## src/rtl/spi_slave_rx_fifo_wr.sv

```systemverilog
// spi_slave_rx_fifo_wr
//
// SPI slave receiver oversampled in the wr_clk domain. sclk, cs_n and mosi
// are synchronised, sclk edges are detected, and MOSI is deserialised into
// DATA_W-bit words. Each completed word is offered to the downstream RX FIFO.
// All four CPOL/CPHA modes are supported. The mode is captured only while
// idle.
//
// Build option:
//   SPI_RX_OVF_CNT_EN  defined   -> saturating overflow counter on ovf_cnt
//                      undefined -> ovf_cnt tied to 0 (ovf pulse still generated)
//
// Ports:
//   wr_clk     system clock, at least 4x the sclk frequency
//   wr_rst     synchronous active-high reset
//   cpol/cpha  SPI mode, captured while idle
//   sclk       SPI clock (asynchronous)
//   cs_n       chip select, active low (asynchronous)
//   mosi       serial data in (asynchronous)
//   wr_full    FIFO full
//   wr_en      FIFO write strobe, one cycle per accepted word
//   rx_data    last completed word, valid while wr_en=1
//   ovf        one-cycle pulse: completed word dropped because the FIFO was full
//   frame_err  one-cycle pulse: chip select released mid-word
//   ovf_cnt    saturating count of ovf pulses
//
// state  | meaning
// -------+------------------------------------------------------------
// IDLE   | not selected; mode tracks cpol/cpha every cycle
// SHIFT  | selected; sample edges shift MOSI in; words wrap back-to-back

module spi_slave_rx_fifo_wr #(
    parameter int DATA_W      = 8,
    parameter int SYNC_STAGES = 2,
    parameter int MSB_FIRST   = 1,
    parameter int OVF_CNT_W   = 8
) (
    input  logic                 wr_clk,
    input  logic                 wr_rst,
    input  logic                 cpol,
    input  logic                 cpha,
    input  logic                 sclk,
    input  logic                 cs_n,
    input  logic                 mosi,
    input  logic                 wr_full,
    output logic                 wr_en,
    output logic [DATA_W-1:0]    rx_data,
    output logic                 ovf,
    output logic                 frame_err,
    output logic [OVF_CNT_W-1:0] ovf_cnt
);

    localparam int CNT_W = $clog2(DATA_W);

    typedef enum logic {
        ST_IDLE  = 1'b0,
        ST_SHIFT = 1'b1
    } state_t;

    state_t                 state_q, state_d;
    logic [SYNC_STAGES-1:0] sclk_sync_q, sclk_sync_d;
    logic [SYNC_STAGES-1:0] cs_sync_q, cs_sync_d;
    logic [SYNC_STAGES-1:0] mosi_sync_q, mosi_sync_d;
    logic                   sclk_prev_q, sclk_prev_d;
    logic                   mode_cpol_q, mode_cpol_d;
    logic                   mode_cpha_q, mode_cpha_d;
    logic [CNT_W-1:0]       bit_cnt_q, bit_cnt_d;
    logic [DATA_W-1:0]      shift_q, shift_d;
    logic [DATA_W-1:0]      rx_data_q, rx_data_d;
    logic                   commit_q, commit_d;
    logic                   frame_err_q, frame_err_d;

    logic                   sclk_s, cs_s, mosi_s;
    logic                   sclk_rise, sclk_fall;
    logic                   lead_edge, trail_edge, sample_edge;
    logic [DATA_W-1:0]      shift_nxt;

    assign sclk_s = sclk_sync_q[SYNC_STAGES-1];
    assign cs_s   = cs_sync_q[SYNC_STAGES-1];
    assign mosi_s = mosi_sync_q[SYNC_STAGES-1];

    always_comb begin
        sclk_sync_d = {sclk_sync_q[SYNC_STAGES-2:0], sclk};
        cs_sync_d   = {cs_sync_q[SYNC_STAGES-2:0], cs_n};
        mosi_sync_d = {mosi_sync_q[SYNC_STAGES-2:0], mosi};
        sclk_prev_d = sclk_s;
    end

    // Edge classification uses the mode latched at the last IDLE cycle,
    // so toggling cpol/cpha mid-transfer has no effect.
    always_comb begin
        sclk_rise   = sclk_s & ~sclk_prev_q;
        sclk_fall   = ~sclk_s & sclk_prev_q;
        lead_edge   = mode_cpol_q ? sclk_fall : sclk_rise;
        trail_edge  = mode_cpol_q ? sclk_rise : sclk_fall;
        sample_edge = mode_cpha_q ? trail_edge : lead_edge;
    end

    always_comb begin
        if (MSB_FIRST != 0) begin
            shift_nxt = {shift_q[DATA_W-2:0], mosi_s};
        end else begin
            shift_nxt = {mosi_s, shift_q[DATA_W-1:1]};
        end
    end

    always_comb begin
        state_d     = state_q;
        mode_cpol_d = mode_cpol_q;
        mode_cpha_d = mode_cpha_q;
        bit_cnt_d   = bit_cnt_q;
        shift_d     = shift_q;
        rx_data_d   = rx_data_q;
        commit_d    = 1'b0;
        frame_err_d = 1'b0;

        case (state_q)
            ST_IDLE: begin
                mode_cpol_d = cpol;
                mode_cpha_d = cpha;
                bit_cnt_d   = '0;
                shift_d     = '0;
                if (!cs_s) begin
                    state_d = ST_SHIFT;
                end
            end
            ST_SHIFT: begin
                // Deselect takes priority over a coincident sample edge.
                if (cs_s) begin
                    if (bit_cnt_q != '0) begin
                        frame_err_d = 1'b1;
                    end
                    bit_cnt_d = '0;
                    shift_d   = '0;
                    state_d   = ST_IDLE;
                end else if (sample_edge) begin
                    shift_d = shift_nxt;
                    if (bit_cnt_q == CNT_W'(DATA_W - 1)) begin
                        bit_cnt_d = '0;
                        rx_data_d = shift_nxt;
                        commit_d  = 1'b1;
                    end else begin
                        bit_cnt_d = bit_cnt_q + CNT_W'(1);
                    end
                end
            end
            default: begin
                state_d = ST_IDLE;
            end
        endcase
    end

    always_ff @(posedge wr_clk) begin
        if (wr_rst) begin
            // Flush the synchronisers to the idle bus level so that no
            // false edge or select is seen on release.
            sclk_sync_q <= {SYNC_STAGES{cpol}};
            cs_sync_q   <= {SYNC_STAGES{1'b1}};
            mosi_sync_q <= '0;
            sclk_prev_q <= cpol;
            state_q     <= ST_IDLE;
            mode_cpol_q <= cpol;
            mode_cpha_q <= cpha;
            bit_cnt_q   <= '0;
            shift_q     <= '0;
            rx_data_q   <= '0;
            commit_q    <= 1'b0;
            frame_err_q <= 1'b0;
        end else begin
            sclk_sync_q <= sclk_sync_d;
            cs_sync_q   <= cs_sync_d;
            mosi_sync_q <= mosi_sync_d;
            sclk_prev_q <= sclk_prev_d;
            state_q     <= state_d;
            mode_cpol_q <= mode_cpol_d;
            mode_cpha_q <= mode_cpha_d;
            bit_cnt_q   <= bit_cnt_d;
            shift_q     <= shift_d;
            rx_data_q   <= rx_data_d;
            commit_q    <= commit_d;
            frame_err_q <= frame_err_d;
        end
    end

    // The commit cycle is resolved combinationally so that a late full or
    // deselect still blocks the write in the same cycle.
    assign wr_en     = commit_q & ~wr_full & ~cs_s;
    assign ovf       = commit_q & wr_full;
    assign frame_err = frame_err_q | (commit_q & cs_s & ~wr_full);
    assign rx_data   = rx_data_q;

`ifdef SPI_RX_OVF_CNT_EN
    logic [OVF_CNT_W-1:0] ovf_cnt_q, ovf_cnt_d;

    always_comb begin
        ovf_cnt_d = ovf_cnt_q;
        if (ovf && (ovf_cnt_q != {OVF_CNT_W{1'b1}})) begin
            ovf_cnt_d = ovf_cnt_q + OVF_CNT_W'(1);
        end
    end

    always_ff @(posedge wr_clk) begin
        if (wr_rst) begin
            ovf_cnt_q <= '0;
        end else begin
            ovf_cnt_q <= ovf_cnt_d;
        end
    end

    assign ovf_cnt = ovf_cnt_q;
`else
    assign ovf_cnt = '0;
`endif

endmodule

```

## config.mk

```make
export PLATFORM = sky130hd
export DESIGN_NAME = spi_slave_rx_fifo_wr
export DESIGN_NICKNAME = d
export VERILOG_FILES = /design/src/rtl/spi_slave_rx_fifo_wr.sv
export SDC_FILE = /design/constraint.sdc
export NUM_CORES = 1
export LEC_CHECK = 0
export CORE_MARGIN = 2
export CORE_UTILIZATION = 35
export CTS_BUF_LIST = sky130_fd_sc_hd__clkbuf_8 sky130_fd_sc_hd__clkbuf_16
export CTS_CLUSTER_DIAMETER = 40
export DETAILED_ROUTE_END_ITERATION = 16
export SKIP_CTS_REPAIR_TIMING = 1
export SYNTH_ARGS = -nofsm -noshare
export SYNTH_HDL_FRONTEND = slang
export SYNTH_SLANG_ARGS = --single-unit
```

## constraint.sdc

```tcl
create_clock -name wr_clk -period 2.1 [get_ports wr_clk]
set_clock_uncertainty 0.2 [all_clocks]
set_input_delay 0.315 -clock wr_clk [delete_from_list [all_inputs] [get_ports wr_clk]]
set_output_delay 0.315 -clock wr_clk [all_outputs]
set_load 0.05 [all_outputs]
```

==> summary.md, run 1 <==
The flow ran to the end, and the final reports show no timing, DRC or antenna violations. In this run the number of H-tree levels came out at 2. By count the netlist is led by sky130_fd_sc_hd__dfxtp_1 (28), sky130_fd_sc_hd__mux2i_1 (17), sky130_fd_sc_hd__nand2b_1 (17), sky130_fd_sc_hd__nor2_1 (10), sky130_fd_sc_hd__buf_4 (8). The global-route total usage across every layer is 10.6%, and the placed wire-length estimate is 1380 um. The final number of setup-violating endpoints was 0; the count of port buffers added during placement was 18.

The run gives 0.660 as the last weighted congestion value of the routability-driven placer. Final-report hold violation count: 0. The cell type with the highest aggregate area in the netlist was sky130_fd_sc_hd__dfxtp_1.

After synthesis the cells add up to 1260 sq um. The CTS clock-pin slew for the worst setup and hold paths is 0.06 ns, and the portion of synthesized cell area occupied by the leading cell type is 44.5%. After global routing the overflow that remains totals 0. Summed over all failing endpoints, the final setup total negative slack is 0 ns.

Once detail routing completed, the nets flagged for antenna violations numbered 0. The die covers 4100 sq um. In the routed layout, each cell is associated on average with a via count of 4.25. Per report_power, the combinational group accounts for 8.1% of the total. The cell depth of the worst min-delay path was 1. Among all flip-flop cells after synthesis, the most frequent one is sky130_fd_sc_hd__dfxtp_1. TritonCTS created 5 clock buffers. Number of cells on the worst reg-to-reg path: 5. The run gives 45.0% as the share of total power in the clock network.

For this configuration, the core starts out at a cell density of 37.2%. The run gives 807 as the total number of vias. The number of search-and-repair iterations in the first detailed-routing pass was 2. The run gives 46.9% as the portion of total power attributed to sequential cells. The tools report the startpoint of the worst-slack reg-to-reg timing path as mode_cpol_q. Setup repair after global routing left no endpoint under its margin. STA classifies the critical path endpoint as a primary output. The clock sink total was 30.

The number of global-route vias before repair came out at 755. Cell with the most instances after synthesis: sky130_fd_sc_hd__dfxtp_1. The tightest min-delay check is of the register to register type. In the final routed layout, each cell accounts on average for 10.1 um. The worst setup path is launched from a register.

In this run the deepest clock path goes through 2 buffers. The synthesized design contains 2 enable-type register cells. STA puts the critical path data arrival time at 1.42 ns. The worst path uses 92.1% of the clock period. Yosys printed 0 warnings. The die is 64 um wide.

By area the synthesized netlist is led by sky130_fd_sc_hd__dfxtp_1 (44%), sky130_fd_sc_hd__mux2i_1 (14%), sky130_fd_sc_hd__nand2b_1 (8.4%). The capturing point of the worst reg2reg path is bit_cnt_q[2]. The tools report the total of max-cap violations as 0. The kind of cell with the highest combined delay along the critical path is buffers and inverters. Clock root buffer master: sky130_fd_sc_hd__clkbuf_8.

The tools report the end point of the most critical hold path as cs_sync_q[1]. The number of standard-cell rows in the floorplan was 21; the peak fanout along the critical path was 2. The timing-limited maximum frequency is 517 MHz, and the post-synthesis to final-layout area growth is 26.3%. The post-synthesis area per instance was 10.5 sq um. The highest cell delay on the worst timing path is 0.81 ns, and the switching power as a share of total power is 22.5%.

The critical path is of the register to primary output type. The worst-skew pair later-pin latency was 0.28 ns; the antenna cell count was 0. TritonCTS built the clock tree. The pin slew with the least headroom to its limit is 0.498 ns. The netlist uses 23 different library cells.

Critical path data required time: 1.58 ns. Headroom to the max-slew limit came out at 66.7%. IR analysis of the VDD net gives a maximum drop of 477 uV. The signal on the critical path passes through clkdlybuf4s50_1. The count of final max-slew check failures is 0. The detailed-route wire length is 1920 um, and the largest net degree at the start of global routing is 26. At the end of the flow the core is filled with cells to 47.0%.

The count of buffering cells on the critical path with inverters included works out to 1. Sequential cells were found to cover 49.3% of the synthesized design area. The first global-routing pass estimated 3260 um of wire. Power spread over the standard cell area amounts to 795 nW/um^2.

The detailed router's first-iteration violation count is 21. The die is 64 um tall. The origin of the worst min-delay path was cs_sync_q[0]. Synthesis produced 120 cells. In this run the standard cell core region covers 3390 sq um. The internal power component is 0.000980 W, and the share of post-route cells with drive strength above 1 is 15.3%.

During I/O placement, the number of pins put on the boundary was 27. The run gives 0 as the number of antenna violations at the first check in global routing. Detailed-route DRC error count: 0.

Of all flip-flops after synthesis, the portion carrying an async set or reset was 0%. The cell leakage power came out at 0.620 nW. The final layout contains 154 nets. Summed over all nets, the switching power comes to 0.000284 W. The final critical path time including I/O delays and setup is 1.93 ns, and the number of register bits inferred by synthesis is 30.

The setup check on the worst reg-to-reg path leaves a slack of 0.35 ns. The slowest stage of the critical path is the sky130_fd_sc_hd__clkdlybuf4s50_1 cell.
[kinds of logic (layout without fill, tap and decap cells)]
logic type / count (synthesis) / after routing / share of synthesized area [%]
DFF: 30 / 30 / 49.3
xor gates and xnor gates: 1 / 1 / 1.29
AOI/OAI and AO/OA: 5 / 5 / 2.28
muxes: 18 / 18 / 14.6
adders and majority gates: 3 / 3 / 2.98
buffers and inverters: 19 / 36 / 9.24
other: 1 / 8 / 0.298
and+or+nand+nor: 43 / 43 / 20.1
[power groups by stage]
stage	combinational (W)	clock [W]	sequential, W
detailed placement	0.000103	0	0.000606
global route	0.000109	0.000609	0.000594
finish	0.000102	0.000570	0.000593
CTS	0.000103	0.000587	0.000593
floorplan	0.0000936	0	0.000604
global placement	0.000101	0	0.000606
[cell type report]
class,instances,area [sq um]
repair buffers,22,228
clock inverters,3,45.0
clock buffers,5,68.8
flip-flops and latches,30,621
fillers,322,1800
inverters,6,22.5
multi-input cells,78,549
well taps,46,57.6
[state kept, by name, indices dropped and copies added (netlist names)]
register,count
sclk_sync_q,2
state_q,1
shift_q,7
mode_cpol_q,1
bit_cnt_q,3
frame_err_q,1
sclk_prev_q,1
cs_sync_q,2
rx_data,8
mode_cpha_q,1
mosi_sync_q,2
commit_q,1
[worst max-delay path by stage]
| stage | cells after the start | end | startpoint | slack (ns) |
|---|---|---|---|---|
| final | 1 | rx_data[7] | rx_data[7] | 0.17 |
| after global routing | 1 | rx_data[7] | rx_data[7] | 0.10 |
| after CTS | 1 | rx_data[7] | rx_data[7] | 0.15 |
| after detailed placement | 3 | wr_en | wr_full | 0.27 |
| after global placement | 3 | wr_en | wr_full | 0.32 |
| after floorplan | 1 | wr_en | cs_sync_q[1] | 0.08 |
[stage by stage]
stage,total power [W],hold WS [ns],setup slack [ns],instances,area (sq um)
floorplan,0.000698,0.189,0.0772,127,1290
global placement,0.000706,0.193,0.323,182,1480
detailed placement,0.000708,0.195,0.268,182,1480
CTS,0.00128,0.211,0.148,190,1590
global route,0.00131,0.231,0.104,190,1590
finish,0.00126,0.209,0.165,190,1590
[metal layers]
layer	wire [um]	up-vias	GRT usage (%)
li1	-	414	-
met1	878	367	11.1
met2	892	19	16.9
met3	74	7	3.70
met4	74	0	8.97
met5	0	-	0
[placed cells by master (no fill, tap or decap), types with 2 or more instances in the layout]
cell,count
sky130_fd_sc_hd__dfxtp_1,28
sky130_fd_sc_hd__nand2b_1,17
sky130_fd_sc_hd__mux2i_1,17
sky130_fd_sc_hd__clkdlybuf4s50_1,15
sky130_fd_sc_hd__nor2_1,10
sky130_fd_sc_hd__conb_1,8
sky130_fd_sc_hd__inv_1,6
sky130_fd_sc_hd__nor2b_1,5
sky130_fd_sc_hd__clkbuf_8,5
sky130_fd_sc_hd__buf_4,5
sky130_fd_sc_hd__o21ai_0,3
sky130_fd_sc_hd__nor3b_1,3
sky130_fd_sc_hd__or2_2,3
sky130_fd_sc_hd__ha_1,3
sky130_fd_sc_hd__nand2_1,2
sky130_fd_sc_hd__clkinvlp_4,2
sky130_fd_sc_hd__edfxtp_1,2
sky130_fd_sc_hd__buf_12,2
(Power assumes the default switching activity.)
==> run 2: changes to the inputs <==
Settings changed: CELL_PAD_IN_SITES_DETAIL_PLACEMENT from default to 0, CELL_PAD_IN_SITES_GLOBAL_PLACEMENT from default to 1, PLACE_DENSITY_LB_ADDON from default to 0.1.
==> summary.md, run 2 (same netlist as run 1, synthesis figures left out) <==
The relative slew slack was 66.7% (about the same). The global-route wire length before repair is 3440 um (+5.5%). The antenna cell count was 0 (unchanged); the detailed router's first-iteration violation count was 22 (+4.8%).

The tools report the timing-limited maximum frequency as 518 MHz (+0.22%). The endpoint class of the critical path was a primary output. The clock sink total is 30 (unchanged), and the overall die height is 64 um (unchanged). The logs give 1400 um (+1.4%) for the placed wire-length estimate and 26 (unchanged) for the largest net degree at the start of global routing. The number of global-route vias before repair was 795 (+5.3%).

The arrival time at the worst endpoint was 1.42 ns (about the same); the total number of vias was 811 (+0.50%). The worst setup path category was register to primary output. The via density per instance was 4.29 (+1.0%); the count of buffering cells on the critical path with inverters included was 1 (unchanged).

The cell depth of the worst min-delay path was 1 (unchanged). The starting utilization of the core area came out at 37.2% (unchanged). The tools report the detailed-route DRC error count as 0 (unchanged). The final total negative setup slack is 0 ns (unchanged). The part of the cycle the worst path needs is 91.9% (-0.21 points). The leftover overflow at the end of global routing was 0 (unchanged); the final number of setup-violating endpoints was 0 (unchanged). The CTS clock-pin slew for the worst setup and hold paths was 0.06 ns (about the same); the final net count was 154 (unchanged).

Capturing point of the worst reg2reg path: bit_cnt_q[2]. The logs give 0.644 (-2.3%) for the last weighted congestion value of the routability-driven placer and 331 uV (-31%) for the worst vdd rail ir drop. Die footprint: 4100 sq um (unchanged). The most common cell after layout, fill and taps aside is sky130_fd_sc_hd__dfxtp_1.

The share of post-route cells with drive strength above 1 came out at 14.0% (-1.3 points). The highest cell delay on the worst timing path came out at 0.80 ns (about the same). In this run the critical register-to-register path is launched from mode_cpol_q. The tools report the CTS buffer count as 5 (unchanged).

Worst-case register-to-register setup slack: 0.37 ns (+0.02 ns). The number of search-and-repair iterations in the first detailed-routing pass was 2 (unchanged); the total of max-cap violations was 0 (unchanged). Count of antenna-violating nets left after detailed routing: 0 (unchanged). Worst-skew pair later-pin latency: 0.27 ns (about the same). The tools report the cell leakage power as 0.618 nW (-0.31%). In the layout the commonest cells are sky130_fd_sc_hd__dfxtp_1 (28), sky130_fd_sc_hd__nand2b_1 (17), sky130_fd_sc_hd__mux2i_1 (17). The logs give 1.58 ns (about the same) for the critical path data required time and 46.1% (-0.81 points) for the fraction of the core area covered by cells at the end of the flow. The peak fanout along the critical path was 2 (unchanged).

The run gives 1990 um (+3.6%) as the detailed-route wire length. Total power divided by cell area: 726 nW/um^2 (-8.7%). Setup repair after global routing left no endpoint under its margin. The worst hold path begins at cs_sync_q[0].

For this design, the slowest cell found on the critical path is sky130_fd_sc_hd__clkdlybuf4s50_1. The global-route total usage across every layer was 11.1% (+0.44 points); the pin slew with the least headroom to its limit was 0.497 ns (-0.000671 ns). The detailed-route wire length per cell was 10.5 um (+4.1%).

The tools report the core footprint as 3390 sq um (unchanged). The top cell family by delay on the critical path was buffers and inverters. The tools report the startpoint kind of the worst setup timing path as a register.

The tools report the post-layout total power as 0.00114 W (-10%). The path with the worst hold slack has its endpoint at cs_sync_q[1]. The count of port buffers added during placement was 18 (unchanged); the number of standard-cell rows in the floorplan was 21 (unchanged).

TritonCTS built the clock tree. The run gives 27 (unchanged) as the number of ports placed on the die boundary. The number of flip-flops in the largest register works out to 8 (unchanged).

The number of antenna violations at the first check in global routing was 0 (unchanged); the number of cells on the worst reg-to-reg path was 5 (unchanged). The count of final max-slew check failures was 0 (unchanged). The H-tree depth was 2 (unchanged); the chip width was 64 um (unchanged).

The tools report the largest buffer count on any clock path as 2 (unchanged). The flow ran to the end, and the final reports show no timing, DRC or antenna violations. From synthesis to final layout, the design area changed by 24.1%. The final-report hold violation count came out at 0 (unchanged). Traced cell by cell, the critical path runs through clkdlybuf4s50_1. The cell sitting at the root of the clock tree is a sky130_fd_sc_hd__clkbuf_8.

The type of the tightest min-delay check is register to register. For the filler cell count, the log shows 325 (+0.93%). Final critical path time including I/O delays and setup: 1.93 ns (-0.00433 ns).
-- run 2: changes by cell type in the layout (fill, tap and decap cells not counted) --
cell	before	now
sky130_fd_sc_hd__bufinv_16	1	0
sky130_fd_sc_hd__clkbuf_8	5	6
sky130_fd_sc_hd__clkinvlp_4	2	0
sky130_fd_sc_hd__inv_1	6	7
-- run 2: worst max path at each step --
stage / start / endpoint / slack (ns) / cells after the start
finish: rx_data[7] / rx_data[7] / 0.17 / 1
floorplan: cs_sync_q[1] / wr_en / 0.08 / 1
global placement: wr_full / wr_en / 0.33 / 3
global route: rx_data[7] / rx_data[7] / 0.12 / 1
CTS: rx_data[7] / rx_data[7] / 0.15 / 1
detailed placement: wr_full / wr_en / 0.31 / 3
-- run 2: final cells by class --
cell class	count	area, sq um	area share (%)
inverters	6	22.5	1.44
repair buffers	22	228	14.6
well taps	46	57.6	3.68
flip-flops and latches	30	621	39.7
clock buffers	6	82.6	5.28
multi-input cells	78	549	35.1
clock inverters	1	3.75	0.240
-- run 2: per-stage QoR --
step / setup slack [ns] / std cells / hold WS, ns / cell area (sq um)
after floorplan: 0.0772 / 127 / 0.189 / 1290
after global placement: 0.327 / 182 / 0.200 / 1480
after detailed placement: 0.310 / 182 / 0.197 / 1480
after CTS: 0.152 / 189 / 0.212 / 1560
after global routing: 0.124 / 189 / 0.241 / 1560
final: 0.170 / 189 / 0.209 / 1560
-- run 2: metal layers --
metal	share of wire, %	track usage, %	up-vias
met5	0	0	-
met4	1.0	6.52	0
met3	4.9	3.70	2
met2	49	18.5	18
met1	45	12.1	376
li1	-	-	415
-- run 2: where the power goes --
| group | internal (W) | total (W) | switching (W) |
|---|---|---|---|
| Sequential | 0.000587 | 0.000593 | 0.00000634 |
| Combinational | 0.0000415 | 0.000102 | 0.0000604 |
| Clock | 0.000254 | 0.000440 | 0.000186 |
